**src/rtl/alu_pkg.sv**
```systemverilog
// Shared definitions for the shared add/subtract ALU and its two-port arbiter.
package alu_pkg;

  localparam int DATA_W = 8;

  localparam logic ID_DP = 1'b0;
  localparam logic ID_AU = 1'b1;

  typedef enum logic [1:0] {
    ST_IDLE = 2'd0,
    ST_EXEC = 2'd1,
    ST_DONE = 2'd2
  } state_t;

endpackage

```
**src/rtl/alu_addsub.sv**
```systemverilog
// Combinational 8-bit add/subtract with two's-complement signed-overflow flag.
module alu_addsub
  import alu_pkg::*;
(
  input  logic              i_sub,
  input  logic [DATA_W-1:0] i_a,
  input  logic [DATA_W-1:0] i_b,
  output logic [DATA_W-1:0] o_z,
  output logic              o_ofs
);

  logic [DATA_W-1:0] w_bEff;
  logic [DATA_W-1:0] w_carryIn;

  // Subtraction is A + ~B + 1, so one overflow rule covers both operations.
  assign w_bEff    = i_sub ? ~i_b : i_b;
  assign w_carryIn = {{(DATA_W-1){1'b0}}, i_sub};
  assign o_z       = i_a + w_bEff + w_carryIn;
  assign o_ofs     = (i_a[DATA_W-1] == w_bEff[DATA_W-1]) &&
                     (o_z[DATA_W-1] != i_a[DATA_W-1]);

endmodule

```
**src/rtl/alu_arbiter.sv**
```systemverilog
// Round-robin sharing of one add/subtract ALU between two requesters, with a
// registered, ID-tagged response channel and a saturating overflow counter.
module alu_arbiter
  import alu_pkg::*;
(
  input  logic              clk,
  input  logic              rst,
  input  logic              req0_valid,
  output logic              req0_ready,
  input  logic [DATA_W-1:0] req0_a,
  input  logic [DATA_W-1:0] req0_b,
  input  logic              req0_sub,
  input  logic              req1_valid,
  output logic              req1_ready,
  input  logic [DATA_W-1:0] req1_a,
  input  logic [DATA_W-1:0] req1_b,
  input  logic              req1_sub,
  output logic              rsp_valid,
  input  logic              rsp_ready,
  output logic              rsp_id,
  output logic [DATA_W-1:0] rsp_z,
  output logic              rsp_ofs,
  output logic              rsp_zero,
  output logic [DATA_W-1:0] ovf_count
);

  state_t            r_state;
  state_t            w_next;
  logic              r_last;
  logic              w_grant0;
  logic              w_grant1;

  logic [DATA_W-1:0] r_opA;
  logic [DATA_W-1:0] r_opB;
  logic              r_opSub;
  logic              r_opId;

  logic              r_rspValid;
  logic              r_rspId;
  logic [DATA_W-1:0] r_rspZ;
  logic              r_rspOfs;
  logic              r_rspZero;
  logic [DATA_W-1:0] r_ovfCount;

  logic [DATA_W-1:0] w_aluZ;
  logic              w_aluOfs;

  alu_addsub u_addsub (
    .i_sub (r_opSub),
    .i_a   (r_opA),
    .i_b   (r_opB),
    .o_z   (w_aluZ),
    .o_ofs (w_aluOfs)
  );

  // On a tie the requester not served last time wins; r_last resets to 1.
  always_comb begin
    w_next   = r_state;
    w_grant0 = 1'b0;
    w_grant1 = 1'b0;
    case (r_state)
      ST_IDLE: begin
        if (req0_valid && (!req1_valid || r_last)) begin
          w_grant0 = 1'b1;
        end else if (req1_valid) begin
          w_grant1 = 1'b1;
        end
        if (w_grant0 || w_grant1) begin
          w_next = ST_EXEC;
        end
      end
      ST_EXEC: w_next = ST_DONE;
      ST_DONE: begin
        if (rsp_ready) begin
          w_next = ST_IDLE;
        end
      end
      default: w_next = ST_IDLE;
    endcase
  end

  always_ff @(posedge clk or posedge rst) begin
    if (rst) begin
      r_state <= ST_IDLE;
      r_last  <= 1'b1;
      r_opA   <= '0;
      r_opB   <= '0;
      r_opSub <= 1'b0;
      r_opId  <= ID_DP;
    end else begin
      r_state <= w_next;
      if (w_grant0 || w_grant1) begin
        r_opA   <= w_grant1 ? req1_a   : req0_a;
        r_opB   <= w_grant1 ? req1_b   : req0_b;
        r_opSub <= w_grant1 ? req1_sub : req0_sub;
        r_opId  <= w_grant1 ? ID_AU    : ID_DP;
        r_last  <= w_grant1 ? ID_AU    : ID_DP;
      end
    end
  end

  // Response fields are loaded once in EXEC and then held until consumed.
  always_ff @(posedge clk or posedge rst) begin
    if (rst) begin
      r_rspValid <= 1'b0;
      r_rspId    <= ID_DP;
      r_rspZ     <= '0;
      r_rspOfs   <= 1'b0;
      r_rspZero  <= 1'b0;
      r_ovfCount <= '0;
    end else begin
      case (r_state)
        ST_EXEC: begin
          r_rspValid <= 1'b1;
          r_rspId    <= r_opId;
          r_rspZ     <= w_aluZ;
          r_rspOfs   <= w_aluOfs;
          r_rspZero  <= (w_aluZ == '0);
        end
        ST_DONE: begin
          if (rsp_ready) begin
            r_rspValid <= 1'b0;
            if (r_rspOfs && (r_ovfCount != {DATA_W{1'b1}})) begin
              r_ovfCount <= r_ovfCount + 1'b1;
            end
          end
        end
        default: ;
      endcase
    end
  end

  assign req0_ready = w_grant0;
  assign req1_ready = w_grant1;
  assign rsp_valid  = r_rspValid;
  assign rsp_id     = r_rspId;
  assign rsp_z      = r_rspZ;
  assign rsp_ofs    = r_rspOfs;
  assign rsp_zero   = r_rspZero;
  assign ovf_count  = r_ovfCount;

endmodule

```
**config.mk**
```make
export PLATFORM = sky130hd
export DESIGN_NAME = alu_arbiter
export DESIGN_NICKNAME = d
export VERILOG_FILES = /design/src/rtl/alu_pkg.sv /design/src/rtl/alu_addsub.sv /design/src/rtl/alu_arbiter.sv
export SDC_FILE = /design/constraint.sdc
export NUM_CORES = 1
export LEC_CHECK = 0
export ABC_AREA = 1
export BUFFER_PORTS_ARGS = -buffer_cell sky130_fd_sc_hd__buf_2
export CORE_MARGIN = 3
export CORE_UTILIZATION = 35
export DETAILED_ROUTE_END_ITERATION = 12
export PLACE_DENSITY = 0.69
export SYNTH_ARGS = -nofsm -noshare
export SYNTH_HDL_FRONTEND = slang
export SYNTH_SLANG_ARGS = --single-unit
```
**constraint.sdc**
```tcl
create_clock -name clk -period 2.2 [get_ports clk]
set_input_delay 0.55 -clock clk [delete_from_list [all_inputs] [get_ports clk]]
set_output_delay 0.55 -clock clk [all_outputs]
set_load 0.1 [all_outputs]
```
After elaboration in Yosys (flattened, before gate mapping)
Index checks and enable logic that the tools add are counted.
- $add $sub $neg: 3
- multiply operators: 0
- div/mod/pow operators: 0
- magnitude comparators: 0
- eq/ne operators: 7
- shifts and indexed selects: 0
- multiplexer cells: 17
- bitwise operators: 1
- reductions and logical operators: 13
- operators with widths (cell ; number):
    two-way mux 8 bit ; 3
    two-way mux 1 bit ; 10
    adder 8 x 1 -> 8 bit ; 1
    adder 8 x 1 -> 8 bit, second input constant ; 1
    adder 8 bit ; 1
    zero test 8 bit ; 1
    inequality test 8 bit, second input constant ; 1
    NOT 8 bit ; 1
    case mux 2 bit (3 select lines) ; 1
    two-way mux 2 bit ; 2
    inequality test 2 bit, second input constant ; 2
    AND reduction 2 bit ; 2
    logical AND 1 bit ; 3
    logical OR 1 bit ; 3
    AND reduction 3 bit ; 1
    equality test 2 x 1 -> 1 bit, second input constant ; 1
    equality test 2 bit, second input constant ; 1
    zero test 2 bit ; 1
    case mux 1 bit (2 select lines) ; 1
    nonzero test 2 bit ; 1
    equality test 1 bit ; 1
    zero test 1 bit ; 1
    inequality test 1 bit ; 1
- register bits after elaboration: 41
- latch bits: 0
- memory bits (writable): 0
- ROM bits: 0
- input bits: 39
- output and inout port bits: 22
- word-level logic and storage cells: 53
- memories: 0

Depth between registers and ports, before layout
- depth after elaboration: 8
- depth in mapped cells: 13
- mapped depth without buffers: 12

By module
From an unflattened synthesis, not the netlist that was laid out.
- cells, all modules: 320
- area, all modules: 2452.4 sq um
- by module, submodules not included (module ; instances ; cells each ; area each (sq um) ; seq. area each (sq um)):
    alu_arbiter ; 1 ; 237 ; 1954.4 ; 1027.2
    alu_addsub ; 1 ; 83 ; 498.0 ; 0.0

Least setup slack after synthesis
No wires, ideal clock.
- path type: register to register
- start point: register r_ovfCount[1] (netlist: ovf_count[1])
- end point: register r_ovfCount[3] (netlist: ovf_count[3])
- library setup time: 0.163 ns
- arrival time: 1.999 ns
- required time: 2.037 ns
- setup slack: 0.038 ns
- stages on the path, launching flop included: 8
- path buffers: 0
- clock period less this slack: 2.162 ns
- cell sequence: dfrtp_1 > ha_1 > nand3_2 > nor2_2 > nand3_1 > nand2_4 > nor3_2 > xor2_1
- word-level cells in the longest chain between the ends: 3
- elaborated cells on any way between the ends: 4
- classes of those cells: add/sub: 1; eq/ne: 1; reduce/logical: 2
- RTL lines (element ; RTL line ; source):
    from (decl) ; alu_arbiter.sv:43 ; logic [DATA_W-1:0] r_ovfCount;
    from (signal assigned) ; alu_arbiter.sv:124 ; r_ovfCount <= r_ovfCount + 1'b1;
    branches (longest 3 deep; another with adder 8 x 1 -> 8 bit) ; - ;
Parallel ways; which one is timed is not known.
A chain may end at the register's enable or synchronous reset.

Worst setup path in the final report
- start point: register r_opSub
- end point: register r_rspZero (netlist: rsp_zero)
- word-level cells in the longest chain between the ends: 4
- RTL lines (element ; RTL line ; source):
    from (decl) ; alu_arbiter.sv:35 ; logic r_opSub;
    from (signal assigned) ; alu_arbiter.sv:95 ; r_opSub <= w_grant1 ? req1_sub : req0_sub;
    two-way mux 8 bit ; alu_addsub.sv:16 ; assign w_bEff = i_sub ? ~i_b : i_b;
    adder 8 bit ; alu_addsub.sv:18 ; assign o_z = i_a + w_bEff + w_carryIn;
    adder 8 x 1 -> 8 bit * ; alu_addsub.sv:18 ;
    zero test 8 bit * ; alu_arbiter.sv:118 ; r_rspZero <= (w_aluZ == '0);
    to (signal assigned) ; alu_arbiter.sv:118 ;
    to (decl) ; alu_arbiter.sv:42 ; logic r_rspZero;
Mark *: on every way between the ends. The rest lies on a longest branch, timed or not.

==> impl_metrics.py <==
metrics = {
    "place": {
        "portBuffers": 60,
        "dpl.hpwl_mm": 4.125,
        "place_area_sq_mm": 0.002774,
        "place_congestion": 0.8411,
    },
    "cts": {
        "clk_path_buf_depth": 2,
        "cts_buffers": 5,
        "cts_resized": 0,
        "clock-sinks": 41,
        "cts_tree": "built",
        "hold_buffers": 0,
        "clock_latency_ns": 0.29,
        "h-tree-depth": 2,
        "cts.clk_slew.worst_paths_ns": 0.08,
        "root_buffer": "clkbuf_8",
        "post_cts_buffers": 0,
    },
    "sta": {
        "hold_viol": 0,
        "setup_viol": 0,
        "relSlewSlack": 0.6607,
        "fin_tns_setup_ns": 0,
        "worstMarginPinSlew_ns": 0.5089,
        "slew_viol_final": 0,
        "fmax_mhz": 511.2,
        "min_period_ns": 1.956,
        "rsz0062_at_grt": "false",
        "period_share": 0.8891,
        "skew_ns": 0.004733,
    },
    "logic_synthesis": {
        "synth_warnings": 0,
        "synth_nets": 344,
        "synth_cells": 296,
        "synth-edff-count": 0,
        "async_flop_share": 1.000,
        "synth_flop_cell": "dfrtp_1",
        "syn-cell-area_sq_mm": 0.002369,
        "seq_area_frac_synth": 0.4337,
        "avgSynthCellArea_sq_um": 8.002,
        "synth_cell_types": 32,
        "ys_seq_elements": 41,
    },
    "outcome": {
        "outcome": "completed",
    },
    "setup_path": {
        "crit_buf_inv": 1,
        "required_ns": 2.39,
        "cp_top_family": "simple AND/OR/NAND/NOR gates",
        "crit_path_max_fanout": 10,
        "crit_chain": "xor2_1, ha_1, nand2_1, inv_1, nand3_2, nand2_2, nand2_2, nand2_1, nand2_1, nand2_1, nand3_1, nand2_1",
        "critPathKind": "register to register",
        "end_kind": "register",
        "crit_path_start_kind": "register",
        "max_stage_delay_ns": 0.51,
        "worst_path_most_repeated_cell": "nand2_1",
        "crit_path_top_delay_cell": "dfrtp_2",
        "arrival_ns": 2.14,
    },
    "floorplanning": {
        "fp.dieH_microns": 88.27,
        "coreArea_sq_mm": 0.006459,
        "rows": 29,
        "dieArea_sq_mm": 0.007791,
        "initial_utilization": 0.3667,
        "dieWidth_microns": 88.27,
        "pin_count": 61,
    },
    "grt": {
        "grt_util_all_layers": 0.1456,
        "grt.overflow.total": 0,
        "grt_max_degree": 42,
        "grt_pass1_vias": 1937,
        "grt_first_pass_wirelength_mm": 8.901,
        "antenna_found_initial": 0,
    },
    "cells_and_area": {
        "layout.nets": 409,
        "layout-drive-gt1-share": 0.2707,
        "final-seq-area_sq_mm": 0.001028,
        "fin_area_sq_mm": 0.002861,
        "multi_input_area_sq_mm": 0.001131,
        "diodes": 0,
        "syn2layout_area_growth_pct": 20.81,
        "fill_cells": 677,
    },
    "detailed_routing": {
        "first_pass_iters": 4,
        "drc": 0,
        "drtIter0Drc": 110,
        "via_per_inst": 4.672,
        "vias": 2051,
        "routed_wl_mm": 5.152,
        "ant_nets": 0,
        "drt-wirelength-per-cell_microns": 11.74,
    },
    "worst_hold_path": {
        "hold_class": "primary input to async pin",
    },
    "job": {
        "maxCapViolCount": 0,
    },
}
-- through the flow --
stage | instances | hold slack, ns | util | setup WS, ns
after floorplan | 296 | 0.4585 | - | 0.03805
after detailed placement | 431 | 0.4698 | 0.4295 | 0.1062
after global placement | 431 | 0.4576 | 0.4295 | 0.2450
after CTS | 439 | 0.3851 | 0.4429 | 0.08774
final | 439 | 0.3621 | 0.4430 | 0.2439
after global routing | 439 | 0.4200 | 0.4430 | 0.003386
-- worst min-delay path, stage by stage --
cell and delay (ns):
buf_2 0.09, inv_1 0.04, buf_4 0.42
-- metal layers --
metal / global-route usage / wire, microns / up-vias
met1: 0.2004 / 2428 / 923
met2: 0.2291 / 2322 / 50
met5: 0 / 0 / -
met3: 0.03073 / 324 / 5
met4: 0.04945 / 76 / 0
li1: - / - / 1073
-- registers in the layout, indices dropped and copies added (netlist names) --
signal and flops:
r_opId 1, r_opB 8, rsp_id 1, rsp_ofs 1, rsp_valid 1, r_last 1, r_opSub 1, rsp_zero 1
r_opA 8, r_state 2, rsp_z 8, ovf_count 8
-- synthesized netlist by cell type (2+ instances only) --
library cell	instances	area, sq um
buf_4	3	22.52
inv_4	2	12.51
a31oi_1	4	25.02
nor2_1	18	67.56
nand3_1	39	195.2
o21ai_0	3	15.01
ha_1	8	100.1
inv_2	4	15.01
o22ai_1	4	25.02
xor2_1	12	105.1
nand3_2	2	20.02
nand2_2	5	31.28
buf_6	3	33.78
xnor2_1	4	35.03
buf_2	2	10.01
dfrtp_1	40	1001
inv_1	30	112.6
nand4_1	2	12.51
a21oi_1	7	35.03
nand2_1	84	315.3
nor2_2	5	31.28
o21ai_1	5	25.02
-- worst paths after layout --
kind,startpoint,cells after the start,endpoint,slack (ns)
min in group clk,req1_b[1],3,r_opB[1]$_DFFE_PP0P_,0.47
max,r_opSub$_DFFE_PP0P_,12,rsp_zero$_DFFE_PP0P_,0.24
max reg2reg,r_opSub$_DFFE_PP0P_,12,rsp_zero$_DFFE_PP0P_,0.24
max in group asynchronous,rst,3,r_opSub$_DFFE_PP0P_,1.47
min reg2reg,rsp_zero$_DFFE_PP0P_,2,rsp_zero$_DFFE_PP0P_,0.49
min,rst,3,ovf_count[1]$_DFFE_PP0P_,0.36
-- layout by cell type (no fill, tap or decap), types with 6 or more instances in the layout --
cell	n
nor2_1	18
dfrtp_1	39
nand3_1	39
nand2_1	84
inv_1	30
ha_1	8
buf_4	6
a21oi_1	7
xor2_1	12
buf_2	58
-- cell families after synthesis --
| logic type | Yosys count | synth area share |
|---|---|---|
| adders and majority gates | 9 | 0.05072 |
| xor gates and xnor gates | 16 | 0.05916 |
| and+or+nand+nor | 159 | 0.3037 |
| buffers and inverters | 45 | 0.08874 |
| DFF | 41 | 0.4337 |
| AOI/OAI and AO/OA | 26 | 0.06391 |
-- layout make-up --
cell class | instances | area share
Sequential cell | 41 | 0.3594
Tap cell | 77 | 0.03367
Clock inverter | 3 | 0.006122
Clock buffer | 5 | 0.02405
Multi-Input combinational cell | 210 | 0.3953
Timing Repair Buffer | 66 | 0.1312
Inverter | 37 | 0.05028
Power is left out: the tool's default activity adds up to more than one toggle a clock period on the data nets, which glitch-free logic cannot reach.
